File: config.mk
export PLATFORM = sky130hd
export DESIGN_NAME = bin2seg_encoder_flat
export DESIGN_NICKNAME = d
export VERILOG_FILES = /design/src/rtl/bin2seg_encoder_if.sv /design/src/rtl/bin2seg_encoder.sv /design/src/flat_wrapper.sv
export SDC_FILE = /design/constraint.sdc
export NUM_CORES = 1
export LEC_CHECK = 0
export ABC_AREA = 1
export BUFFER_PORTS_ARGS = -buffer_cell sky130_fd_sc_hd__buf_2
export CORE_ASPECT_RATIO = 1.75
export CORE_UTILIZATION = 55
export DETAILED_ROUTE_END_ITERATION = 10
export HOLD_SLACK_MARGIN = 0.02
export PLACE_DENSITY = 0.87
export SYNTH_ARGS = -nofsm -noshare
export SYNTH_HDL_FRONTEND = slang
export SYNTH_SLANG_ARGS = --single-unit
File: constraint.sdc
create_clock -name clk -period 3.3 [get_ports clk]
set_clock_uncertainty 0.1 [all_clocks]
set_input_delay 0.33 -clock clk [delete_from_list [all_inputs] [get_ports clk]]
set_output_delay 0.33 -clock clk [all_outputs]
set_load 0.05 [all_outputs]
File: src/rtl/bin2seg_encoder_if.sv
// Handshake and result bundle between a requester and the binary-to-seven-segment encoder.
interface bin2seg_encoder_if;
    logic        start;
    logic [7:0]  value;
    logic        busy;
    logic        done;
    logic        overflow;
    logic [13:0] both7seg;

    modport master (
        output start,
        output value,
        input  busy,
        input  done,
        input  overflow,
        input  both7seg
    );

    modport slave (
        input  start,
        input  value,
        output busy,
        output done,
        output overflow,
        output both7seg
    );
endinterface

File: src/rtl/bin2seg_encoder.sv
// Bit-serial double-dabble conversion of an 8-bit value into a packed two-digit
// seven-segment word; out-of-range values (>99) are shown as two dashes.
module bin2seg_encoder #(
    parameter bit LZB = 1'b1
) (
    input  logic                 clk,
    input  logic                 rst_n,
    bin2seg_encoder_if.slave     bus
);

    typedef enum logic [1:0] {IDLE, CONV, ENC} state_t;

    state_t      r_state;
    logic [7:0]  r_bin;
    logic [11:0] r_bcd;
    logic [2:0]  r_cnt;
    logic        r_busy;
    logic        r_done;
    logic        r_overflow;
    logic [13:0] r_seg;

    logic [10:0] w_adj;
    logic        w_ovf;
    logic [6:0]  w_tensSeg;
    logic [6:0]  w_unitsSeg;

    function automatic logic [6:0] segCode(input logic [3:0] d);
        case (d)
            4'd0:    segCode = 7'h3F;
            4'd1:    segCode = 7'h06;
            4'd2:    segCode = 7'h5B;
            4'd3:    segCode = 7'h4F;
            4'd4:    segCode = 7'h66;
            4'd5:    segCode = 7'h6D;
            4'd6:    segCode = 7'h7D;
            4'd7:    segCode = 7'h07;
            4'd8:    segCode = 7'h7F;
            4'd9:    segCode = 7'h6F;
            default: segCode = 7'h00;
        endcase
    endfunction

    function automatic logic [3:0] dabble(input logic [3:0] n);
        dabble = (n >= 4'd5) ? n + 4'd3 : n;
    endfunction

    // Hundreds never reaches 5 for an 8-bit input, so only its low 3 bits feed the shift.
    always_comb begin
        w_adj = {r_bcd[10:8], dabble(r_bcd[7:4]), dabble(r_bcd[3:0])};
    end

    always_comb begin
        w_ovf      = (r_bcd[11:8] != 4'd0) || (r_bcd[7:4] > 4'd9);
        w_unitsSeg = segCode(r_bcd[3:0]);
        w_tensSeg  = (LZB && r_bcd[7:4] == 4'd0) ? 7'h00 : segCode(r_bcd[7:4]);
    end

    always_ff @(posedge clk or negedge rst_n) begin
        if (!rst_n) begin
            r_state    <= IDLE;
            r_bin      <= '0;
            r_bcd      <= '0;
            r_cnt      <= '0;
            r_busy     <= 1'b0;
            r_done     <= 1'b0;
            r_overflow <= 1'b0;
            r_seg      <= '0;
        end else begin
            case (r_state)
                IDLE: begin
                    r_done <= 1'b0;
                    if (bus.start) begin
                        r_bin   <= bus.value;
                        r_bcd   <= '0;
                        r_cnt   <= '0;
                        r_busy  <= 1'b1;
                        r_state <= CONV;
                    end
                end
                CONV: begin
                    r_bcd <= {w_adj, r_bin[7]};
                    r_bin <= {r_bin[6:0], 1'b0};
                    r_cnt <= r_cnt + 3'd1;
                    if (r_cnt == 3'd7) begin
                        r_state <= ENC;
                    end
                end
                ENC: begin
                    // Whole word, flag and pulse land on one edge so the display never sees a mix.
                    r_overflow <= w_ovf;
                    r_seg      <= w_ovf ? {7'h40, 7'h40} : {w_tensSeg, w_unitsSeg};
                    r_done     <= 1'b1;
                    r_busy     <= 1'b0;
                    r_state    <= IDLE;
                end
                default: begin
                    r_state <= IDLE;
                    r_busy  <= 1'b0;
                    r_done  <= 1'b0;
                end
            endcase
        end
    end

    assign bus.busy     = r_busy;
    assign bus.done     = r_done;
    assign bus.overflow = r_overflow;
    assign bus.both7seg = r_seg;

endmodule

File: src/flat_wrapper.sv
// flat-port wrapper written by rule: the top's interface ports become plain ports
module bin2seg_encoder_flat 
#(
    parameter bit LZB = 1'b1
)
  (clk, rst_n, bus_start, bus_value, bus_busy, bus_done, bus_overflow, bus_both7seg);
  bin2seg_encoder_if bus_i ();
  input  logic clk;
  input  logic rst_n;
  input wire logic [$bits(bus_i.start)-1:0] bus_start;
  input wire logic [$bits(bus_i.value)-1:0] bus_value;
  output wire logic [$bits(bus_i.busy)-1:0] bus_busy;
  output wire logic [$bits(bus_i.done)-1:0] bus_done;
  output wire logic [$bits(bus_i.overflow)-1:0] bus_overflow;
  output wire logic [$bits(bus_i.both7seg)-1:0] bus_both7seg;
  assign bus_i.start = bus_start;
  assign bus_i.value = bus_value;
  assign bus_busy = bus_i.busy;
  assign bus_done = bus_i.done;
  assign bus_overflow = bus_i.overflow;
  assign bus_both7seg = bus_i.both7seg;
  bin2seg_encoder #(.LZB(LZB)) u_core (.clk(clk), .rst_n(rst_n), .bus(bus_i));
endmodule
# Yosys cells after proc, flatten, opt, wreduce, memory -nomap -nowiden
# Memories as Yosys holds them, arrays and structs flattened.
# Index checks and enable logic that the tools add are counted.
[classes]
addsub = 3
n_lt_le_gt_ge = 3
n_eq_ne = 5
muxes = 16
bitwise = 1
n_reduce_logical = 8
[op_table]
columns = ["operator", "n"]
rows = [
  ["one-hot mux 12 bit (2 select lines)", 1],
  ["one-hot mux 8 bit (2 select lines)", 1],
  ["two-way mux 14 bit", 1],
  ["two-way mux 12 bit", 1],
  ["adder 4 x 2 -> 4 bit (second input constant)", 2],
  [">= comparator 4 x 3 -> 1 bit (second input constant)", 2],
  ["two-way mux 4 bit", 2],
  ["two-way mux 8 bit", 1],
  ["two-way mux 7 bit", 1],
  ["one-hot mux 3 bit (2 select lines)", 1],
  ["AND reduction 2 bit", 3],
  ["> comparator 4 bit (second input constant)", 1],
  ["logical NOT 4 bit", 1],
  ["two-way mux 2 bit", 2],
  ["one-hot mux 1 bit (2 select lines)", 2],
  ["one-hot mux 2 bit (2 select lines)", 1],
  ["nonzero test 4 bit", 1],
  ["adder 3 x 1 -> 3 bit (second input constant)", 1],
  ["== test 3 bit (second input constant)", 1],
  ["two-way mux 3 bit", 1],
  ["== test 2 x 1 -> 1 bit (second input constant)", 1],
  ["== test 2 bit (second input constant)", 1],
  ["logical NOT 2 bit", 1],
  ["inequality test 2 x 1 -> 1 bit (second input constant)", 1],
  ["other kinds (5)", 5],
]
[totals]
reg_bits = 42
romBits = 224
input_bits = 11
output_inout_bits = 17
word_cells = 46
n_memories = 2
[mem_list]
columns = ["name", "words", "width", "rd", "rd_clocked_by_memory_dff", "write_ports", "line", "source"]
rows = [
  ["(name not given)", 16, 7, 1, 0, 0, "bin2seg_encoder.sv:28", "case (d)"],
  ["(name not given)", 16, 7, 1, 0, 0, "bin2seg_encoder.sv:28", ""],
]

# Depth between registers and ports, before layout
[logic_depth]
word_depth = 3
ltp_mapped = 8
depth_no_buf = 8

# Worst setup path after synthesis
# OpenSTA, ideal clock, no wires.
[synth_path]
kind = "register to register"
startpoint = "register u_core.r_bcd[4]"
endpoint = "register u_core.r_seg[0] (netlist: u_core.bus.both7seg[0])"
setup_ps = 118
arrival_ps = 1262
required_time_ps = 3082
slack_ps = 1821
stages_incl_launch_ff = 8
n_path_buf = 1
period_less_slack_ps = 1479
path_cell_list = "dfrtp_1 inv_1 ha_1 nor3_1 nor2_1 buf_4 nand3_1 nand2_1"
[synth_between]
elab_chain_cells = 3
[synth_rtl]
columns = ["item", "line", "source"]
rows = [
  ["from (decl)", "bin2seg_encoder.sv:15", "logic [11:0] r_bcd;"],
  ["from (signal assigned)", "bin2seg_encoder.sv:81", "r_bcd <= {w_adj, r_bin[7]};"],
  ["> comparator 4 bit", "bin2seg_encoder.sv:53", "w_ovf = (r_bcd[11:8] != 4'd0) || (r_bcd[7:4] > 4'd9);"],
  ["logical OR 1 bit", "bin2seg_encoder.sv:53", ""],
  ["two-way mux 14 bit", "bin2seg_encoder.sv:91", "r_seg <= w_ovf ? {7'h40, 7'h40} : {w_tensSeg, w_unitsSeg};"],
  ["to (signal assigned)", "bin2seg_encoder.sv:91", ""],
  ["to (decl)", "bin2seg_encoder.sv:20", "logic [13:0] r_seg;"],
]
# Every way passes these cells.
# A chain may end at the register's enable or synchronous reset.

# Worst setup path after layout
[layout_path]
startpoint = "register u_core.r_bcd[5]"
endpoint = "register u_core.r_seg[7] (netlist: u_core.bus.both7seg[7])"
[layout_between]
elab_chain_cells = 3
elab_cells_between_ends = 6
classes_between = "order compare: 1; mux: 2; reduce/logical: 2; memory: 1"
[layout_rtl]
columns = ["item", "line"]
rows = [
  ["memory (16 x 7 bit), or another cell as far along", "--"],
  ["two-way mux 7 bit / logical OR 1 bit (equally long branches)", "bin2seg_encoder.sv:55, bin2seg_encoder.sv:53"],
  ["two-way mux 14 bit (*)", "bin2seg_encoder.sv:91"],
]
# Every way passes the cells marked *; elsewhere a longest branch is shown, timed or not.

==> run summary <==
CP max FO -> 11
First-pass GRT wire length -> 7500 um
Area of the die -> 4340 sq um
Number of global-route vias before repair -> 1793
DRT iter0 DRCs -> 53
Combinational power share -> 48.1%
Drt wl/cell -> 12.6 um
DP Wirelength -> 3030 um
Largest net degree at the start of global routing -> 43
Leading area contributor after synthesis -> dfrtp_1
Count leader, synth -> nand2_1
Sw frac -> 46.1%
Slew headroom -> 39.8%
Setup Viol. Count Final -> 0
Largest family of logic cells by synthesized area -> simple AND/OR/NAND/NOR gates
Top Usage Layer GRT -> met2
Sequential element share of the synthesized area -> 46.9%
Synth Area in Adders -> 7.82%
DP Area -> 2360 sq um
Mux cell area share after synthesis -> 0%
Final core utilization -> 64.2%
Post-synth EDFFs -> 0
# DRC -> 0
Layout cell share with drive strength beyond 1 -> 17.5%
Xor/xnor cell area share of the yosys netlist -> 0.391%
Fin. Hold Viols -> 0
# rows -> 30
Synthesized net count -> 291
Antenna violations before repair -> 0
Yosys warns -> 0
Met1 usage -> 24.0%
Leakage power -> 1.30 nW
Pre-antenna DRT Iters -> 4
Worst Max-Slew Pin Slew -> 0.903 ns
Die Height -> 86.4 um
Switching power -> 1.23 mW
Post-route setup slack -> 1.44 ns
H-tree levels -> 2
Setup Fix Bufs, Post-CTS -> 0
Core area -> 3900 sq um
Finished Layout Cells -> 340
Final nets -> 316
Synth cell count leaders -> 77 x nand2_1, 42 x dfrtp_1, 25 x nand3_1
Clk_lat worst skew -> 0.29 ns
CTS root buf -> clkbuf_8
Slew Limit Fails -> 0
Clk sinks -> 42
GRT Total Usage -> 22.8%
MaxCap Viol Count -> 0
CTS tree -> done
Synth Flop Type -> dfrtp_1
Share of power burned in the clock network -> 18.4%
Peak supply drop -> 526 uV
Synth Area per Inst -> 8.42 sq um
CP startpoint kind -> register
Setup TNS Final -> 0 ns
Post-place setup slack -> 1.49 ns
Worst endpoint data arrival time -> 1.98 ns
Vias per cell -> 5.33
Final instance area -> 2500 sq um
Synthesized flop and latch total -> 42
Grt ovf -> 0
Post-synth ARST share -> 100%
Area fraction in compound gates after synthesis -> 12.9%
Int Pwr -> 1.44 mW
Inst Count DP -> 332
Hold slack -> 0.0586 ns
Routed WL -> 4270 um
Pwr Total -> 2.67 mW
Clk buf depth -> 2
Setup CP Type -> register to register
N_diodes -> 0
CTS clock-pin slew for the worst setup and hold paths -> 0.08 ns
Unrepaired setup endpoints after global routing -> false
Min Clock Period, post-route -> 1.86 ns
Syn Inst Count -> 266
Die Wd -> 50.3 um
Mapped Area -> 2240 sq um
Top achievable clock speed -> 539 MHz
Port Buf Inserts -> 27
IO Pins -> 28
Top-area cell type share of the netlist area -> 46.9%
Final Cycle Share -> 56.2%
Synth Area in Simple Gates -> 25.3%
Vias -> 1812
Power density cells -> 1070 nW/um^2
Met2 usage -> 42.7%
Synth top area cells -> dfrtp_1 47%, nand2_1 13%, ha_1 7.8%
Worst hold path class -> input pin to async pin
Total CTS buffers -> 5
Outcome -> completed
Share of power burned in registers -> 33.5%
Antenna viol nets, final -> 0
Post-cts repair resize count -> 0
Setup crit end kind -> register
GRT met3 Usage -> 3.16%
Fillers -> 341
Required time of the critical path -> 3.42 ns
CTS Hold Buffers Added -> 0
Area growth from synthesis to layout -> 11.8%
GPL Wtd Cong -> 1.01
Library cells used by synthesis -> 30
Initial Util -> 57.4%
cells in the final DEF, fill, tap and decap left out, drive strengths merged:
cell type	n
a22oi	1
inv	19
buf	27
bufinv	2
o21a	2
nor3	1
nand2	80
dfrtp	42
nand3b	1
a21oi	13
a22o	2
nand3	25
o21ai	23
or2	2
clkinv	1
o22ai	3
o21bai	1
clkbuf	6
xor2	1
ha	14
o211ai	3
nor2	23
final timing paths:
kind                                      start                      to  slack (ns)  depth (start not counted)
worst min-delay path                      rst_n         u_core.r_bin[6]        0.06                          1
worst min register to register  u_core.bus.done         u_core.bus.done        0.37                          2
max in group asynchronous                 rst_n         u_core.r_cnt[1]        2.47                          1
worst max-delay path            u_core.r_bcd[5]  u_core.bus.both7seg[7]        1.44                          6
worst max register to register  u_core.r_bcd[5]  u_core.bus.both7seg[7]        1.44                          6
min in group clk                   bus_value[0]         u_core.r_bin[0]        0.17                          3
cell type report:
class	instances	area [sq um]	share of cell area (%)
Clock buffer	6	82.6	3.30
Clock inverter	2	60.1	2.40
Inverter	20	76.3	3.05
Multi-Input combinational cell	195	1040	41.5
Sequential cell	42	1050	42.0
Tap cell	48	60.1	2.40
Timing Repair Buffer	27	135	5.39
critical path, stage by stage (launching register included):
cell,delay [ns]
dfrtp_1,0.44
inv_1,0.18
ha_1,0.22
nor3_1,0.07
nor2_1,0.51
nand2_1,0.14
o21bai_1,0.14
registers in the layout, summed over array words and instances, names as in the netlist:
| register | count |
|---|---|
| u_core.bus.both7seg | 14 |
| u_core.r_bcd | 12 |
| u_core.r_bin | 8 |
| u_core.r_cnt | 3 |
| u_core.r_state | 2 |
| u_core.bus.busy | 1 |
| u_core.bus.done | 1 |
| u_core.bus.overflow | 1 |
logic make-up (layout without fill, tap and decap cells):
group / count (synthesis) / after routing
DFF: 42 / 42
AOI/OAI and AO/OA: 48 / 48
buffers and inverters: 29 / 55
xor gates and xnor gates: 1 / 1
adders and majority gates: 14 / 14
and+or+nand+nor: 132 / 132
power by group through the flow:
stage               sequential (mW)  combinational [mW]  clock (mW)
finish                        0.896                1.28       0.492
global route                  0.920                1.45       0.526
CTS                           0.896                1.29       0.505
detailed placement            0.904                1.27           0
global placement              0.893                1.25           0
floorplan                      1.07               0.889           0
metal layers:
layer  routed length [um]  share of wire (%)  up-vias
met5                    0                  0        -
met4                   77                1.8        0
li1                     -                  -      916
met3                  100                2.3        7
met2                 2370                 56       32
met1                 1720                 40      857
No activity file was read; power rests on OpenSTA's default activity.
